<file path="src/rtl/pc_unit.sv">
// -----------------------------------------------------------------------------
// pc_unit -- program-counter unit for the IF stage.
//
// Holds the fetch PC and advances it by INC each cycle. It takes redirects from
// trap (highest priority) and branch/jump/ret sources. A request that arrives
// while the PC is stalled is latched as a single pending entry and applied on
// the first cycle the PC may update again.
//
// Optional feature macro: PC_RAS_EN
//   defined   -> a circular return-address stack of RAS_DEPTH entries supplies
//                ret targets and records call return addresses.
//   undefined -> no RAS storage; call_i/ret_i are ignored, ras_empty_o = 1.
//
// Parameters:
//   WIDTH      PC width in bits
//   RESET_VEC  PC after reset
//   TRAP_VEC   PC target on trap
//   INC        sequential increment
//   RAS_DEPTH  RAS entries (power of two, >= 2)
//
// Ports:
//   clk_i             clock, rising edge
//   rst_i             asynchronous active-high reset
//   pc_write_i        1 = PC may update, 0 = stall
//   trap_i            redirect to TRAP_VEC
//   redirect_valid_i  branch/jump/ret redirect request
//   redirect_pc_i     redirect target (used verbatim)
//   call_i            redirect is a call: push return address
//   ret_i             redirect is a return: pop RAS for target
//   pc_o              current fetch PC (registered)
//   pending_o         a latched redirect awaits application (registered)
//   ras_empty_o       RAS holds no entries (registered)
// -----------------------------------------------------------------------------
module pc_unit #(
    parameter int unsigned      WIDTH     = 32,
    parameter logic [WIDTH-1:0] RESET_VEC = '0,
    parameter logic [WIDTH-1:0] TRAP_VEC  = WIDTH'('h80),
    parameter logic [WIDTH-1:0] INC       = WIDTH'(4),
    parameter int unsigned      RAS_DEPTH = 4
) (
    input  logic             clk_i,
    input  logic             rst_i,
    input  logic             pc_write_i,
    input  logic             trap_i,
    input  logic             redirect_valid_i,
    input  logic [WIDTH-1:0] redirect_pc_i,
    input  logic             call_i,
    input  logic             ret_i,
    output logic [WIDTH-1:0] pc_o,
    output logic             pending_o,
    output logic             ras_empty_o
);

    typedef enum logic [1:0] {
        SEL_HOLD,
        SEL_SEQ,
        SEL_TRAP,
        SEL_REDIR
    } sel_e;

    logic [WIDTH-1:0] pc_q, pc_d;
    logic             pend_q, pend_d;
    logic             pend_trap_q, pend_trap_d;
    logic [WIDTH-1:0] pend_pc_q, pend_pc_d;
    logic             pend_call_q, pend_call_d;
    logic             pend_ret_q, pend_ret_d;
    logic             ras_empty_q, ras_empty_d;

    logic [WIDTH-1:0] seq_pc;
    sel_e             sel;
    // Redirect actually applied to the PC this cycle (live or from pending).
    logic             app_en;
    logic [WIDTH-1:0] app_pc;
    logic             app_call;
    logic             app_ret;
    logic [WIDTH-1:0] redir_tgt;

    assign seq_pc = pc_q + INC;

    // Request selection and pending-entry management.
    always_comb begin
        // NOTE: every signal assigned here gets a default first, so no path
        // leaves a value unassigned and no latch is inferred.
        sel         = SEL_HOLD;
        app_en      = 1'b0;
        app_pc      = redirect_pc_i;
        app_call    = 1'b0;
        app_ret     = 1'b0;
        pend_d      = pend_q;
        pend_trap_d = pend_trap_q;
        pend_pc_d   = pend_pc_q;
        pend_call_d = pend_call_q;
        pend_ret_d  = pend_ret_q;

        if (pc_write_i) begin
            // Any pending entry is either consumed or overridden.
            pend_d = 1'b0;
            if (trap_i) begin
                sel = SEL_TRAP;
            end else if (redirect_valid_i) begin
                sel      = SEL_REDIR;
                app_en   = 1'b1;
                app_pc   = redirect_pc_i;
                app_call = call_i;
                app_ret  = ret_i;
            end else if (pend_q) begin
                if (pend_trap_q) begin
                    sel = SEL_TRAP;
                end else begin
                    sel      = SEL_REDIR;
                    app_en   = 1'b1;
                    app_pc   = pend_pc_q;
                    app_call = pend_call_q;
                    app_ret  = pend_ret_q;
                end
            end else begin
                sel = SEL_SEQ;
            end
        end else begin
            if (trap_i) begin
                pend_d      = 1'b1;
                pend_trap_d = 1'b1;
                pend_call_d = 1'b0;
                pend_ret_d  = 1'b0;
            end else if (redirect_valid_i && !(pend_q && pend_trap_q)) begin
                // Newest redirect wins; a pending trap is never displaced.
                pend_d      = 1'b1;
                pend_trap_d = 1'b0;
                pend_pc_d   = redirect_pc_i;
                pend_call_d = call_i;
                pend_ret_d  = ret_i;
            end
        end
    end

`ifdef PC_RAS_EN
    localparam int unsigned PW = $clog2(RAS_DEPTH);

    logic [WIDTH-1:0] ras_q [RAS_DEPTH];
    logic [PW-1:0]    sp_q, sp_d;      // next free slot; top of stack is sp_q-1
    logic [PW:0]      cnt_q, cnt_d;    // valid entries, saturates at RAS_DEPTH
    logic             ras_we;
    logic [PW-1:0]    ras_waddr;
    logic [PW-1:0]    top_idx;
    logic             has_top;

    assign top_idx = sp_q - 1'b1;
    assign has_top = (cnt_q != '0);

    always_comb begin
        redir_tgt = app_pc;
        sp_d      = sp_q;
        cnt_d     = cnt_q;
        ras_we    = 1'b0;
        ras_waddr = sp_q;

        if (app_en) begin
            if (app_ret && has_top) begin
                redir_tgt = ras_q[top_idx];
            end
            if (app_call && app_ret && has_top) begin
                // Pop then push collapses to overwriting the top in place.
                ras_we    = 1'b1;
                ras_waddr = top_idx;
            end else if (app_call) begin
                // When full, the write lands on the oldest entry (circular).
                ras_we = 1'b1;
                sp_d   = sp_q + 1'b1;
                if (cnt_q != (PW+1)'(RAS_DEPTH)) begin
                    cnt_d = cnt_q + 1'b1;
                end
            end else if (app_ret && has_top) begin
                sp_d  = top_idx;
                cnt_d = cnt_q - 1'b1;
            end
        end
    end

    assign ras_empty_d = (cnt_d == '0);

    always_ff @(posedge clk_i or posedge rst_i) begin
        if (rst_i) begin
            sp_q  <= '0;
            cnt_q <= '0;
        end else begin
            sp_q  <= sp_d;
            cnt_q <= cnt_d;
        end
    end

    // NOTE: the stack storage has no reset; the entry count guards every read,
    // so stale contents are never observed.
    always_ff @(posedge clk_i) begin
        if (ras_we) begin
            ras_q[ras_waddr] <= seq_pc;
        end
    end
`else
    localparam int unsigned unused_ras_depth = RAS_DEPTH;
    logic unused_ras_flags;

    assign unused_ras_flags = app_call ^ app_ret;
    assign redir_tgt        = app_pc;
    assign ras_empty_d      = 1'b1;
`endif

    always_comb begin
        unique case (sel)
            SEL_SEQ:   pc_d = seq_pc;
            SEL_TRAP:  pc_d = TRAP_VEC;
            SEL_REDIR: pc_d = redir_tgt;
            default:   pc_d = pc_q;
        endcase
    end

    // NOTE: sequential state is updated with non-blocking assignments so every
    // flop samples its pre-edge inputs regardless of statement order.
    always_ff @(posedge clk_i or posedge rst_i) begin
        if (rst_i) begin
            pc_q        <= RESET_VEC;
            pend_q      <= 1'b0;
            pend_trap_q <= 1'b0;
            pend_pc_q   <= '0;
            pend_call_q <= 1'b0;
            pend_ret_q  <= 1'b0;
            ras_empty_q <= 1'b1;
        end else begin
            pc_q        <= pc_d;
            pend_q      <= pend_d;
            pend_trap_q <= pend_trap_d;
            pend_pc_q   <= pend_pc_d;
            pend_call_q <= pend_call_d;
            pend_ret_q  <= pend_ret_d;
            ras_empty_q <= ras_empty_d;
        end
    end

    assign pc_o        = pc_q;
    assign pending_o   = pend_q;
    assign ras_empty_o = ras_empty_q;

endmodule

</file>
<file path="config.mk">
export PLATFORM = sky130hd
export DESIGN_NAME = pc_unit
export DESIGN_NICKNAME = d
export VERILOG_FILES = /design/src/rtl/pc_unit.sv
export SDC_FILE = /design/constraint.sdc
export NUM_CORES = 1
export LEC_CHECK = 0
export BUFFER_PORTS_ARGS = -buffer_cell sky130_fd_sc_hd__buf_4
export CORE_MARGIN = 2
export CORE_UTILIZATION = 40
export CTS_BUF_LIST = sky130_fd_sc_hd__clkbuf_2
export DETAILED_ROUTE_END_ITERATION = 8
export GPL_TIMING_DRIVEN = 0
export SKIP_CTS_REPAIR_TIMING = 1
export SYNTH_ARGS = -nofsm -noshare
export SYNTH_HDL_FRONTEND = slang
export SYNTH_SLANG_ARGS = --single-unit
</file>
<file path="constraint.sdc">
create_clock -name clk_i -period 2.9 [get_ports clk_i]
set_clock_uncertainty 0.1 [all_clocks]
set_input_delay 0.435 -clock clk_i [delete_from_list [all_inputs] [get_ports clk_i]]
set_output_delay 0.435 -clock clk_i [all_outputs]
set_load 0.02 [all_outputs]
</file>
After elaboration in Yosys (flattened, before gate mapping):

Cells that the tools add are included.

* flip-flop bits (word level): 66
* bits in latches: 0
* bits in writable memories: 0
* ROM bits: 0
* input bits: 39
* output and inout port bits: 34
* word-level logic and storage cells: 34
* memories kept: 0

* add/sub/neg operators: 1
* $mul: 0
* divide/modulo/power cells: 0
* $lt $le $gt $ge: 0
* equality and inequality tests: 3
* shift-type cells: 0
* mux-type cells: 16
* bitwise logic cells: 2
* reduce and logical (&&, ||, !) cells: 8

Operators by type and width (number)
* $mux 32: 5
* $pmux 32 s3: 1
* $add 32x3->32 const B: 1
* $mux 2: 4
* $mux 1: 6
* $reduce_bool 3->1: 2
* $eq 2x2->1 const B: 2
* $reduce_and 3->1: 1
* $eq 2x1->1 const B: 1
* $logic_and 1x1->1: 2
* $not 1->1: 2
* $reduce_and 2->1: 1
* $reduce_bool 2->1: 1
* $logic_not 1->1: 1

Depth between registers and ports, before layout:

* depth after elaboration: 7
* mapped depth: 7
* mapped depth without buffers: 6

Worst setup path before layout:

No wires, ideal clock.

* path type: register -> register
* start: register pc_q[2] (netlist: pc_o[2])
* end: register pc_q[24] (netlist: pc_o[24])
* library setup time: 0.124 ns
* arrival: 1.872 ns
* required time: 2.676 ns
* path slack: 0.804 ns
* cell stages (with the launch flop): 7
* buffers on the path: 0
* period minus slack after synthesis: 2.096 ns
* cell sequence: dfrtp_1 > ha_1 > nand3_1 > nor4_4 > nand4_1 > a21o_1 > a211o_1

* cells in the longest elaborated chain, start to end: 2

RTL lines
* from (decl): RTL line 61 `logic [WIDTH-1:0] pc_q, pc_d;`
* from (signal assigned): RTL line 228 `pc_q <= pc_d;`
* $add 32x3->32: RTL line 78 `assign seq_pc = pc_q + INC;`
* $pmux 32 s3: RTL line 208 `unique case (sel)`

Every way passes these cells.
A chain may end at the register's enable or synchronous reset.

Final worst setup path:

* start: register pend_q (netlist: pending_o)
* end: register pc_q[24] (netlist: pc_o[24])

* cells in the longest elaborated chain, start to end: 6
* elaborated cells on any way between the ends: 13
* those cells by class: eq/ne (3); mux (9); reduce/logical (1)

RTL lines
* from (decl): RTL line 62 `logic pend_q, pend_d;`
* from (signal assigned): RTL line 229 `pend_q <= pend_d;`
* $mux 2: RTL line 106 `end else if (pend_q) begin`
* $mux 2: RTL line 100 `end else if (redirect_valid_i) begin`
* $mux 2: RTL line 98 `if (trap_i) begin`
* $mux 2: RTL line 95 `if (pc_write_i) begin`
* $eq 2x2->1 or $eq 2x1->1 (tied branches): RTL line 208
* $pmux 32 s3 or $reduce_bool 3->1 (tied branches)

Parallel ways exist; a longest one is shown, timed or not.

==> metrics list <==
- Fmax achieved: 0.433 GHz
- Synth Area per Inst: around 10 sq um
- Of the total power, the share spent switching nets is 32.4%.
- TritonCTS built the clock tree.
- Clock slew at the register clock pins of the worst setup and hold paths: 0.20 ns
* Final cell count without fillers: ~550
- The clock reaches the later pin of the worst-skew pair after ~0.54 ns.
- Number of ports placed on the die boundary: between 70 and 80
- Synth warn: 0
- Data on the critical path is required at its endpoint by between 3 and 4 ns.
- FFs w/ async S/R, synth: 100%
- The cell count after synthesis came out at about 350.
- Critical path type: reg -> reg
- Total GRT Usage: about a fifth
- Dividing the detail-routed wire length by the instance count gives between 15 and 20 microns.
- Logic gate share of total power: between 20% and 30%
* Sum of overflow across all layers after global routing: 0
- Placed inst area: roughly 4300 sq um
- Number of cells after detailed placement: ~530
- No sink is reached through more buffers than the 2 on the longest clock path.
- The analysis attributes to cell leakage a power of roughly 2.1 nW.
- In the layout the commonest cells are sky130_fd_sc_hd__buf_4 (73), sky130_fd_sc_hd__dfrtp_1 (66), sky130_fd_sc_hd__nand2_1 (39).
- The worst hold path belongs to the class in -> reg.
- The worst setup path is captured at a register.
- Width of the die: 99.1 microns
- The final route contains 3199 vias.
- Pins over their slew limit: 0
- Launch point of the critical path: pending_o
* Worst-case vdd ir drop: 0.000215 V
- Number of enable-type register cells in the synthesized netlist: 0
- Design internal power: 1.38 mW
* Total chip power: around 2 mW
- For this run, the leading register cell type out of synthesis is sky130_fd_sc_hd__dfrtp_1.
- Using the TritonRoute via totals, the vias-per-cell ratio works out to just under 6.
* Antenna Nets Post-Route: 0
* Detailed placement HPWL: 7.05 mm
* Largest net degree at the start of global routing: 67
- Number of levels in the clock H-tree: 3
* Number of CTS-inserted buffers: 9
* Worst flop-to-flop path startpoint: pending_o
- For this run, the register share of the synthesized area comes to roughly 46%.
* Setup-failing EPs final: 0
* Number of DRC violations after detailed routing: 0
* Initial antenna violation count: 0
- For this design the total switching power over the nets is ~0.66 mW.
- STA classifies the critical path startpoint as a register.
- Ordered cell list for the critical path: nand2b_1, nor3_2, clkbuf_1, nand2_1, a21oi_1, a211o_1
- The worst pin sits at a relative slew slack of 45.2%.
- From synthesis to final layout, the design area changed by 22.4%.
- The run finished with clean final reports.
* Startpoint of the most critical hold path: redirect_pc_i[24]
* Die area: about 9800 sq um
- The hold violation total from the final report came to 0.
- Fin crit share: 79.6%
- Initial detailed-routing violation count: ~130
* Global-route wire length before repair: around 16 mm
- Vias in the first global route: 3000
- The cell sitting at the root of the clock tree is a sky130_fd_sc_hd__clkbuf_2.
* Final layout net count: between 400 and 500
* Final TNS setup: 0 ns
- Synth unique cells: 57
- The repair_antennas step left the layout with diodes totalling 0.
* Routability congestion estimate from global placement: 0.843
* Post-Route WL: 10.1 mm
- Reg power frac: a little under three fifths
- Per report_power, the clock group accounts for 21.5% of the total.
* Vert. Die Dim: around 99 microns
- Final Instance Area: between 4000 and 5000 sq um
- The pre-antenna-repair detailed-routing pass consisted of 5 iterations.
- Number of inserted filler cells in the final layout: about 850
* Critical Path AT: between 2 and 3 ns
* Floorplan core area: roughly 8800 sq um
* Num rows: 34
- Slew @ Worst Pin: 0.822 ns
- # Max-Cap Violations: 0
- In this run the worst path has a maximum fanout of 10.
- Cell area power density: approximately 460 nW/um^2
- Initial Util: 41.3%
- Setup repair after global routing left no endpoint under its margin.
* Number of storage elements in the synthesis netlist: 66
- Cell area after synthesis: between 3000 and 4000 sq um
* Number of port buffers: 69
* Most common library cell in the layout ignoring fill and taps: sky130_fd_sc_hd__buf_4
- Together, buffers and inverters on the worst path number 1.
- Nets in the synthesized netlist: approximately 390
* Fraction of layout instances using a drive strength above 1: 32.1%
* Delay of the slowest critical-path stage: roughly 0.57 ns
- The smallest clock period supported by the final layout is computed as roughly 2.3 ns.
- On the critical path the largest part of the delay comes from simple AND/OR/NAND/NOR gates.
- Crit path max-delay cell type: sky130_fd_sc_hd__clkbuf_1
- For this design, the sink count on the clock tree is 66.
- The tightest hold path in the finished design has a slack of 0.0192 ns.
[final timing paths]
kind | end | slack (ns) | depth (start not counted)
max | pc_o[24] | 0.59 | 6
min | pend_pc_q[24] | 0.02 | 2
max reg2reg | pc_o[24] | 0.59 | 6
min reg2reg | pc_o[0] | 0.42 | 2
max in group asynchronous | pc_o[15] | 1.67 | 3
min in group asynchronous | pend_pc_q[7] | 0.49 | 3
[per-stage QoR]
step,setup WS (ns),util (%)
after CTS,0.597,49.6
after floorplan,0.710,-
final,0.591,50.5
after global placement,-0.261,48.7
after global routing,0.405,50.5
after detailed placement,0.459,48.7
[power by group through the flow]
stage | combinational, mW | clock [mW] | sequential (mW)
floorplan | 0.234 | 0 | 1.20
global placement | 0.430 | 0 | 1.17
detailed placement | 0.440 | 0 | 1.18
CTS | 0.441 | 0.453 | 1.16
global route | 0.483 | 0.499 | 1.18
finish | 0.445 | 0.441 | 1.16
[layout make-up]
class,count,area [sq um],area share [%]
repair buffers,77,598,13.5
clock inverters,5,22.5,0.509
clock buffers,10,50.0,1.13
flip-flops and latches,66,1650,37.3
well taps,108,135,3.05
multi-input cells,258,1820,41.2
inverters,7,28.8,0.650
plain buffers,20,116,2.63
[state kept, by name, indices dropped and copies added (netlist names)]
name and flops:
pend_pc_q 32, pending_o 1, pc_o 32, pend_trap_q 1
[worst register-to-register path: cells and delay by family (launching register included)]
family	cells	cell delay [ns]
and+or+nand+nor	3	0.74
buffers and inverters	1	0.57
DFF	1	0.52
AOI/OAI and AO/OA	2	0.34
[Yosys cell counts, types with 5 or more instances]
library cell	count	area, sq um
sky130_fd_sc_hd__a32o_1	5	50.1
sky130_fd_sc_hd__o22ai_1	5	31.3
sky130_fd_sc_hd__nand4_1	6	37.5
sky130_fd_sc_hd__buf_2	7	35.0
sky130_fd_sc_hd__a211o_1	5	43.8
sky130_fd_sc_hd__mux2_2	33	372
sky130_fd_sc_hd__nand3_1	11	55.1
sky130_fd_sc_hd__dfrtp_1	66	1650
sky130_fd_sc_hd__nor3_1	11	55.1
sky130_fd_sc_hd__a31oi_1	8	50.1
sky130_fd_sc_hd__inv_1	7	26.3
sky130_fd_sc_hd__o21ai_0	16	80.1
sky130_fd_sc_hd__a21oi_1	18	90.1
sky130_fd_sc_hd__o21a_1	5	37.5
sky130_fd_sc_hd__nor2_1	18	67.6
sky130_fd_sc_hd__clkbuf_1	7	26.3
sky130_fd_sc_hd__mux2i_1	17	170
sky130_fd_sc_hd__nand2_1	39	146
[layer usage]
layer / wire length [microns] / part of all wire (%) / global-route usage (%)
met1: 4760 / 47 / 30.1
met2: 4560 / 45 / 31.7
met3: 563 / 5.6 / 4.18
met4: 205 / 2.0 / 8.11
met5: 0 / 0 / 0
[cells by family (layout without fill, tap and decap cells)]
logic type | after synthesis | count (layout) | share of synthesized area, %
other | 1 | 1 | 0.104
AO/OA/AOI/OAI | 92 | 92 | 17.6
multiplexers | 50 | 50 | 15.0
flip-flops | 66 | 66 | 45.7
buffers and inverters | 27 | 119 | 3.94
adder cells (fa/ha/maj) | 1 | 1 | 0.346
AND/OR/NAND/NOR | 114 | 114 | 17.4
Note: power is estimated with default switching activity, not from simulation.
